### src/rtl/hilo_pkg.sv
// Shared types for the Hi/Lo multiply/divide sequencer: command encoding and FSM states.
package hilo_pkg;

  typedef enum logic [1:0] {
    OP_MULT = 2'b00,
    OP_DIV  = 2'b01,
    OP_MTHI = 2'b10,
    OP_MTLO = 2'b11
  } op_e;

  typedef enum logic [1:0] {
    IDLE    = 2'b00,
    MUL_RUN = 2'b01,
    DIV_RUN = 2'b10,
    FIX     = 2'b11
  } state_e;

endpackage

### src/rtl/hilo_muldiv_ctrl_if.sv
// Command/result bundle between the main control unit (master) and the Hi/Lo sequencer (slave).
interface hilo_muldiv_ctrl_if #(
  parameter int WIDTH = 32
);
  import hilo_pkg::*;

  logic             OpValid;
  op_e              Op;
  logic [WIDTH-1:0] OpA;
  logic [WIDTH-1:0] OpB;
  logic             Busy;
  logic             Done;
  logic             DivZero;
  logic [WIDTH-1:0] Hi;
  logic [WIDTH-1:0] Lo;

  modport master (
    output OpValid, Op, OpA, OpB,
    input  Busy, Done, DivZero, Hi, Lo
  );

  modport slave (
    input  OpValid, Op, OpA, OpB,
    output Busy, Done, DivZero, Hi, Lo
  );

endinterface

### src/rtl/muldiv_step_dp.sv
// One iteration of either a radix-2 Booth multiply or a restoring divide, purely combinational.
// Multiply view of pair: the (2*WIDTH+1)-bit Booth P register.
// Divide view of pair: remainder magnitude in [2*WIDTH-1:WIDTH], quotient in [WIDTH-1:0].
module muldiv_step_dp #(
  parameter int WIDTH = 32
) (
  input  logic               divMode_i,
  input  logic [2*WIDTH:0]   pair_i,
  input  logic [WIDTH-1:0]   opnd_i,
  output logic [2*WIDTH:0]   pair_o
);

  logic [2*WIDTH+1:0] pExt;
  logic [2*WIDTH+1:0] aExt;
  logic [2*WIDTH+1:0] sum;
  logic [WIDTH:0]     shifted;
  logic [WIDTH+1:0]   diff;
  logic [WIDTH-1:0]   newRem;
  logic               qBit;
  logic               unusedBits;

  // Booth step carried one bit wider than P so that adding S for the most negative
  // multiplicand keeps its true sign through the arithmetic shift.
  always_comb begin
    pExt = {pair_i[2*WIDTH], pair_i};
    aExt = {opnd_i[WIDTH-1], opnd_i, {(WIDTH+1){1'b0}}};
    sum  = pExt;
    unique case (pair_i[1:0])
      2'b01:   sum = pExt + aExt;
      2'b10:   sum = pExt - aExt;
      default: sum = pExt;
    endcase
  end

  // Restoring divide step: shift the pair left, trial-subtract, keep the difference if non-negative.
  always_comb begin
    shifted = {pair_i[2*WIDTH-1:WIDTH], pair_i[WIDTH-1]};
    diff    = {1'b0, shifted} - {2'b00, opnd_i};
    qBit    = ~diff[WIDTH+1];
    newRem  = qBit ? diff[WIDTH-1:0] : shifted[WIDTH-1:0];
  end

  // Select the result for the active operation.
  always_comb begin
    if (divMode_i) begin
      pair_o = {1'b0, newRem, pair_i[WIDTH-2:0], qBit};
    end else begin
      pair_o = sum[2*WIDTH+1:1];
    end
  end

  assign unusedBits = sum[0] ^ diff[WIDTH] ^ shifted[WIDTH];

endmodule

### src/rtl/hilo_muldiv_ctrl.sv
// Hi/Lo owner and multicycle MULT/DIV sequencer; WIDTH iterations then one sign-fix cycle.
module hilo_muldiv_ctrl #(
  parameter int WIDTH = 32
) (
  input logic              Clk_i,
  input logic              Reset_i,
  hilo_muldiv_ctrl_if.slave bus
);
  import hilo_pkg::*;

  localparam int            CW       = $clog2(WIDTH) + 1;
  localparam logic [CW-1:0] LastStep = CW'(WIDTH - 1);
  localparam logic [CW-1:0] CntMax   = CW'(WIDTH);

  state_e             state_q, state_d;
  logic [CW-1:0]      cnt_q;
  logic [2*WIDTH:0]   pair_q;
  logic [2*WIDTH:0]   pairNext;
  logic [WIDTH-1:0]   opnd_q;
  logic [WIDTH-1:0]   hi_q, lo_q;
  logic               signA_q, signB_q, isDiv_q;
  logic               done_q, divZero_q;
  logic [WIDTH-1:0]   quoMag, remMag, quoSigned, remSigned;

  muldiv_step_dp #(.WIDTH(WIDTH)) u_step (
    .divMode_i (state_q == DIV_RUN),
    .pair_i    (pair_q),
    .opnd_i    (opnd_q),
    .pair_o    (pairNext)
  );

  // Sign correction of the divide magnitudes. With a zero divisor every trial succeeds,
  // so the remainder ends up holding |OpA| and remSigned restores the original dividend.
  always_comb begin
    quoMag    = pair_q[WIDTH-1:0];
    remMag    = pair_q[2*WIDTH-1:WIDTH];
    quoSigned = (signA_q ^ signB_q) ? -quoMag : quoMag;
    remSigned = signA_q ? -remMag : remMag;
  end

  // FSM state register.
  always_ff @(posedge Clk_i) begin
    if (Reset_i) begin
      state_q <= IDLE;
    end else begin
      state_q <= state_d;
    end
  end

  // FSM next-state: only MULT/DIV leave IDLE, the last iteration hands over to FIX.
  always_comb begin
    state_d = state_q;
    unique case (state_q)
      IDLE: begin
        if (bus.OpValid && bus.Op == OP_MULT) state_d = MUL_RUN;
        if (bus.OpValid && bus.Op == OP_DIV)  state_d = DIV_RUN;
      end
      MUL_RUN, DIV_RUN: if (cnt_q == LastStep) state_d = FIX;
      FIX:     state_d = IDLE;
      default: state_d = IDLE;
    endcase
  end

  // FSM outputs: Busy straight from the state, everything else straight from registers.
  always_comb begin
    bus.Busy    = (state_q != IDLE);
    bus.Done    = done_q;
    bus.DivZero = divZero_q;
    bus.Hi      = hi_q;
    bus.Lo      = lo_q;
  end

  // Operand latch, iteration datapath, saturating counter and Hi/Lo writes.
  always_ff @(posedge Clk_i) begin
    if (Reset_i) begin
      cnt_q     <= '0;
      pair_q    <= '0;
      opnd_q    <= '0;
      hi_q      <= '0;
      lo_q      <= '0;
      signA_q   <= 1'b0;
      signB_q   <= 1'b0;
      isDiv_q   <= 1'b0;
      done_q    <= 1'b0;
      divZero_q <= 1'b0;
    end else begin
      done_q    <= 1'b0;
      divZero_q <= 1'b0;
      unique case (state_q)
        IDLE: begin
          if (bus.OpValid) begin
            unique case (bus.Op)
              OP_MULT: begin
                opnd_q  <= bus.OpA;
                pair_q  <= {{WIDTH{1'b0}}, bus.OpB, 1'b0};
                cnt_q   <= '0;
                isDiv_q <= 1'b0;
              end
              OP_DIV: begin
                opnd_q  <= bus.OpB[WIDTH-1] ? -bus.OpB : bus.OpB;
                pair_q  <= {{(WIDTH+1){1'b0}}, (bus.OpA[WIDTH-1] ? -bus.OpA : bus.OpA)};
                signA_q <= bus.OpA[WIDTH-1];
                signB_q <= bus.OpB[WIDTH-1];
                cnt_q   <= '0;
                isDiv_q <= 1'b1;
              end
              OP_MTHI: hi_q <= bus.OpA;
              OP_MTLO: lo_q <= bus.OpA;
              default: ;
            endcase
          end
        end
        MUL_RUN, DIV_RUN: begin
          pair_q <= pairNext;
          if (cnt_q != CntMax) cnt_q <= cnt_q + 1'b1;
        end
        FIX: begin
          done_q <= 1'b1;
          if (!isDiv_q) begin
            {hi_q, lo_q} <= pair_q[2*WIDTH:1];
          end else if (opnd_q == '0) begin
            hi_q      <= remSigned;
            lo_q      <= '1;
            divZero_q <= 1'b1;
          end else begin
            hi_q <= remSigned;
            lo_q <= quoSigned;
          end
        end
        default: ;
      endcase
    end
  end

endmodule

### src/flat_wrapper.sv
// flat-port wrapper written by rule: the top's interface ports become plain ports
module hilo_muldiv_ctrl_flat import hilo_pkg::*;
#(
  parameter int WIDTH = 32
)
  (Clk_i, Reset_i, bus_OpValid, bus_Op, bus_OpA, bus_OpB, bus_Busy, bus_Done, bus_DivZero, bus_Hi, bus_Lo);
  hilo_muldiv_ctrl_if #(.WIDTH(WIDTH)) bus_i ();
  input logic Clk_i;
  input logic Reset_i;
  input wire logic [$bits(bus_i.OpValid)-1:0] bus_OpValid;
  input wire logic [$bits(bus_i.Op)-1:0] bus_Op;
  input wire logic [$bits(bus_i.OpA)-1:0] bus_OpA;
  input wire logic [$bits(bus_i.OpB)-1:0] bus_OpB;
  output wire logic [$bits(bus_i.Busy)-1:0] bus_Busy;
  output wire logic [$bits(bus_i.Done)-1:0] bus_Done;
  output wire logic [$bits(bus_i.DivZero)-1:0] bus_DivZero;
  output wire logic [$bits(bus_i.Hi)-1:0] bus_Hi;
  output wire logic [$bits(bus_i.Lo)-1:0] bus_Lo;
  assign bus_i.OpValid = bus_OpValid;
  assign bus_i.Op = bus_Op;
  assign bus_i.OpA = bus_OpA;
  assign bus_i.OpB = bus_OpB;
  assign bus_Busy = bus_i.Busy;
  assign bus_Done = bus_i.Done;
  assign bus_DivZero = bus_i.DivZero;
  assign bus_Hi = bus_i.Hi;
  assign bus_Lo = bus_i.Lo;
  hilo_muldiv_ctrl #(.WIDTH(WIDTH)) u_core (.Clk_i(Clk_i), .Reset_i(Reset_i), .bus(bus_i));
endmodule
### config.mk
export PLATFORM = sky130hd
export DESIGN_NAME = hilo_muldiv_ctrl_flat
export DESIGN_NICKNAME = d
export VERILOG_FILES = /design/src/rtl/hilo_pkg.sv /design/src/rtl/hilo_muldiv_ctrl_if.sv /design/src/rtl/muldiv_step_dp.sv /design/src/rtl/hilo_muldiv_ctrl.sv /design/src/flat_wrapper.sv
export SDC_FILE = /design/constraint.sdc
export NUM_CORES = 1
export LEC_CHECK = 0
export CAP_MARGIN = 20
export CORE_ASPECT_RATIO = 1.2
export CORE_MARGIN = 2
export CORE_UTILIZATION = 40
export CTS_CLUSTER_DIAMETER = 200
export DETAILED_ROUTE_END_ITERATION = 8
export GPL_TIMING_DRIVEN = 0
export PLACE_DENSITY_LB_ADDON = 0.12
export SETUP_SLACK_MARGIN = 0.15
export SLEW_MARGIN = 30
export SYNTH_ARGS = -nofsm -noshare
export SYNTH_HDL_FRONTEND = slang
export SYNTH_SLANG_ARGS = --single-unit
export TNS_END_PERCENT = 10
### constraint.sdc
create_clock -name Clk_i -period 5.2 [get_ports Clk_i]
set_input_delay 1.3 -clock Clk_i [delete_from_list [all_inputs] [get_ports Clk_i]]
set_output_delay 1.3 -clock Clk_i [all_outputs]
set_load 0.005 [all_outputs]
==> results of run 1 <==
layout make-up:
cell class              count  area [um2]
fillers                  4074       20500
clock buffers              21         470
multi-input cells        1721       11300
well taps                 526         658
repair buffers            132        1320
inverters                  76         285
clock inverters            11        81.3
flip-flops and latches    174        3480
plain buffers             171         691
sequential cells by signal, indices dropped and copies added (netlist names):
signal and count:
u_core.pair_q 65, u_core.bus.Hi 32, u_core.bus.Lo 32, u_core.opnd_q 32
u_core.cnt_q 6, u_core.state_q 2, u_core.bus.DivZero 1, u_core.bus.Done 1
u_core.isDiv_q 1, u_core.signA_q 1, u_core.signB_q 1
power by group:
part           leakage, nW  internal, mW  switching [mW]
Clock                0.272         0.654           0.613
Sequential            1.42          1.59           0.398
Combinational         4.99          2.44            4.29
Total                 6.68          4.68            5.30
stage by stage:
stage | TNS, ps | total power, mW | setup WS [ps] | cell area, um2
6_report | 0 | 9.98 | 289 | 18300
5_1_grt | 0 | 10.5 | 151 | 18300
4_1_cts | 0 | 9.80 | 292 | 18300
3_5_place_dp | -290 | 8.53 | -242 | 17700
3_3_place_gp | -241 | 8.47 | -215 | 17700
2_1_floorplan | 0 | 6.37 | 1350 | 15700
layer usage:
layer,vias to the layer above,share of wire,track usage
met4,4,0.079,0.255
met3,254,0.068,0.0560
met1,8399,0.38,0.422
li1,8122,-,-
met5,-,0.00035,0
met2,847,0.47,0.617
synthesized netlist by cell type (45+ instances only):
master / instances
a21oi_1: 228
nor2_1: 227
nand2_1: 186
dfxtp_1: 174
clkbuf_1: 146
o21ai_0: 108
xnor2_1: 107
xor2_1: 96
ha_1: 76
inv_1: 75
a211oi_1: 57
mux2i_1: 56
o211ai_1: 53
a311oi_1: 45
cell families after synthesis:
group	after synthesis	synth area share
XOR/XNOR	203	0.113
multiplexers	63	0.0407
AND/OR/NAND/NOR	639	0.190
buffers and inverters	247	0.0618
flip-flops	174	0.222
adder cells (fa/ha/maj)	78	0.0631
AO/OA/AOI/OAI	738	0.310
worst min-delay path by stage:
| stage | startpoint | cells past startpoint | to | slack [ps] |
|---|---|---|---|---|
| after global placement | u_core.bus.Hi[0]$_SDFFE_PP0P_ | 2 | u_core.bus.Hi[0]$_SDFFE_PP0P_ | 470 |
| after global routing | u_core.bus.Hi[0]$_SDFFE_PP0P_ | 2 | u_core.bus.Hi[0]$_SDFFE_PP0P_ | 500 |
| after floorplan | u_core.bus.Hi[0]$_SDFFE_PP0P_ | 2 | u_core.bus.Hi[0]$_SDFFE_PP0P_ | 450 |
| after CTS | u_core.bus.Hi[0]$_SDFFE_PP0P_ | 2 | u_core.bus.Hi[0]$_SDFFE_PP0P_ | 480 |
| after detailed placement | u_core.bus.Hi[0]$_SDFFE_PP0P_ | 2 | u_core.bus.Hi[0]$_SDFFE_PP0P_ | 470 |
| final | u_core.bus.Hi[0]$_SDFFE_PP0P_ | 2 | u_core.bus.Hi[0]$_SDFFE_PP0P_ | 480 |
worst min-delay path, delay by kind of cell (launching register included):
kind	cells	cell delay (ps)
flip-flops	1	330
AO/OA/AOI/OAI	1	50
AND/OR/NAND/NOR	1	60
==> flow_metrics.tcl, run 1 <==
set metrics [dict create \
    gr-total-overflow 0 \
    endpoint_kind "register" \
    post-route-period-util 0.945 \
    critPathKind "register to register" \
    ant_nets 0 \
    syn_nets 2289 \
    endpoint "u_core.pair_q[63]$_SDFFE_PP0P_" \
    area_delta_synth_final_pct 16.4 \
    yosysSeqAreaShare 0.222 \
    numClockSinks 174 \
    cp_num_cells 17 \
    yosysUniqueCellTypes 82 \
    maxCapViolCount 0 \
    cts.clk_slew.worst_paths_ps 70 \
    gp_congestion 0.982 \
    cts_tree "done" \
    grtUsageTotal 0.366 \
    fin_cells 2832 \
    hold_class "register to register" \
    regToRegSetupSlack_ps 290 \
    grt_pass1_vias 16700 \
    reg2regPathDepth 17 \
    cpLargestDelayFamily "compound AO/OA/AOI/OAI gates" \
    skew_ps 10.1 \
    synth_largest_area_cell "dfxtp_1" \
    core_area_um2 38700 \
    num_rows 79 \
    grt_pass1_wl_um 110000 \
    max_slew_margin 0.336 \
    synth_edf_count 0 \
    cpMaxStageDelayCell "dfxtp_1" \
    via_per_inst 6.22 \
    nNetsFinal 2440 \
    post_cts_buffers 0 \
    clkLatencyLatePin_ps 460 \
    ys_seq_elements 174 \
    cpPeakStageDelay_ps 520 \
    io_pins 136 \
    vias 17600 \
    layout_commonest_cell "a21oi_1" \
    critPathArrivalTime_ps 5260 \
    ys.flop_type "dfxtp_1" \
    r2r_start "u_core.pair_q[0]$_SDFFE_PP0P_" \
    wire_per_inst_um 27.0 \
    clockBufferDepth 2 \
    drive_gt1_frac 0.0373 \
    place_inst 2800 \
    crit_start "u_core.pair_q[0]$_SDFFE_PP0P_" \
    cp_max_fo 10 \
    synth.area.top_cells "dfxtp_1 (22%), a21oi_1 (7.3%), ha_1 (6.1%), xnor2_1 (6.0%), nor2_1 (5.4%)" \
    start_util 0.405 \
    n_antenna_cell 0 \
    r2r_end "u_core.pair_q[63]$_SDFFE_PP0P_" \
    grt_max_degree 17 \
    most-common-layout-cells "a21oi_1 (228), nor2_1 (227), nand2_1 (186)" \
    p_leak_nw 6.68 \
    path_buf_inv 3 \
    htreeDepth 4 \
    hpwl_um 62000 \
    rsz0062_at_grt "false" \
    start_kind "register" \
    die-area_um2 40900 \
    drcViolationCount 0 \
    worst_slew_pin_slew_ps 996 \
    powerDensity_nw_per_um2 546 \
    cts-root-buf "clkbuf_16" \
    hold_viol_final 0 \
    hold_slack_ps 478 \
    synth_area_um2 15700 \
    antenna_found_initial 3 \
    final_util 0.472 \
    cts_buffers 17 \
    drtPass1Iterations 6 \
    synthCells 2142 \
    syn_avg_cell_area_um2 7.33 \
    ys_warn_count 0 \
    outcome "finished, final reports clean" \
    die_x_um 185 \
    ctsResizeCount 4 \
    cts_hold_buf 0 \
    synthArstFlopShare 0 \
    drt-total-wl_um 76400 \
    ir_drop_uv 330 \
    critPathRequiredTime_ps 5550 \
    setup_violations 0 \
    port_buffers 132 \
    synth_top_area_frac 0.222 \
    period_minus_slack_ps 4910 \
    dieHeight_um 221 \
    crit_chain "inv_1, ha_1, clkbuf_2, clkbuf_2, a31oi_1, xnor2_1, ha_1, a21o_1, a211oi_1, a211oi_1, a211o_1, a31oi_2, o311ai_0, o31ai_1, xor2_1, nand2_1, a32o_1" \
    drt_iter0_drc 1736 \
    slew_viol_final 0 \
    max_freq_mhz 204 \
]
No activity file was read; power rests on OpenSTA's default activity.
==> run 2: changes to the inputs <==
ABC_CLOCK_PERIOD_IN_PS = 5200   (was unset)
==> results of run 2 <==
Final layout, timing and power as in run 1 (identical DEF).
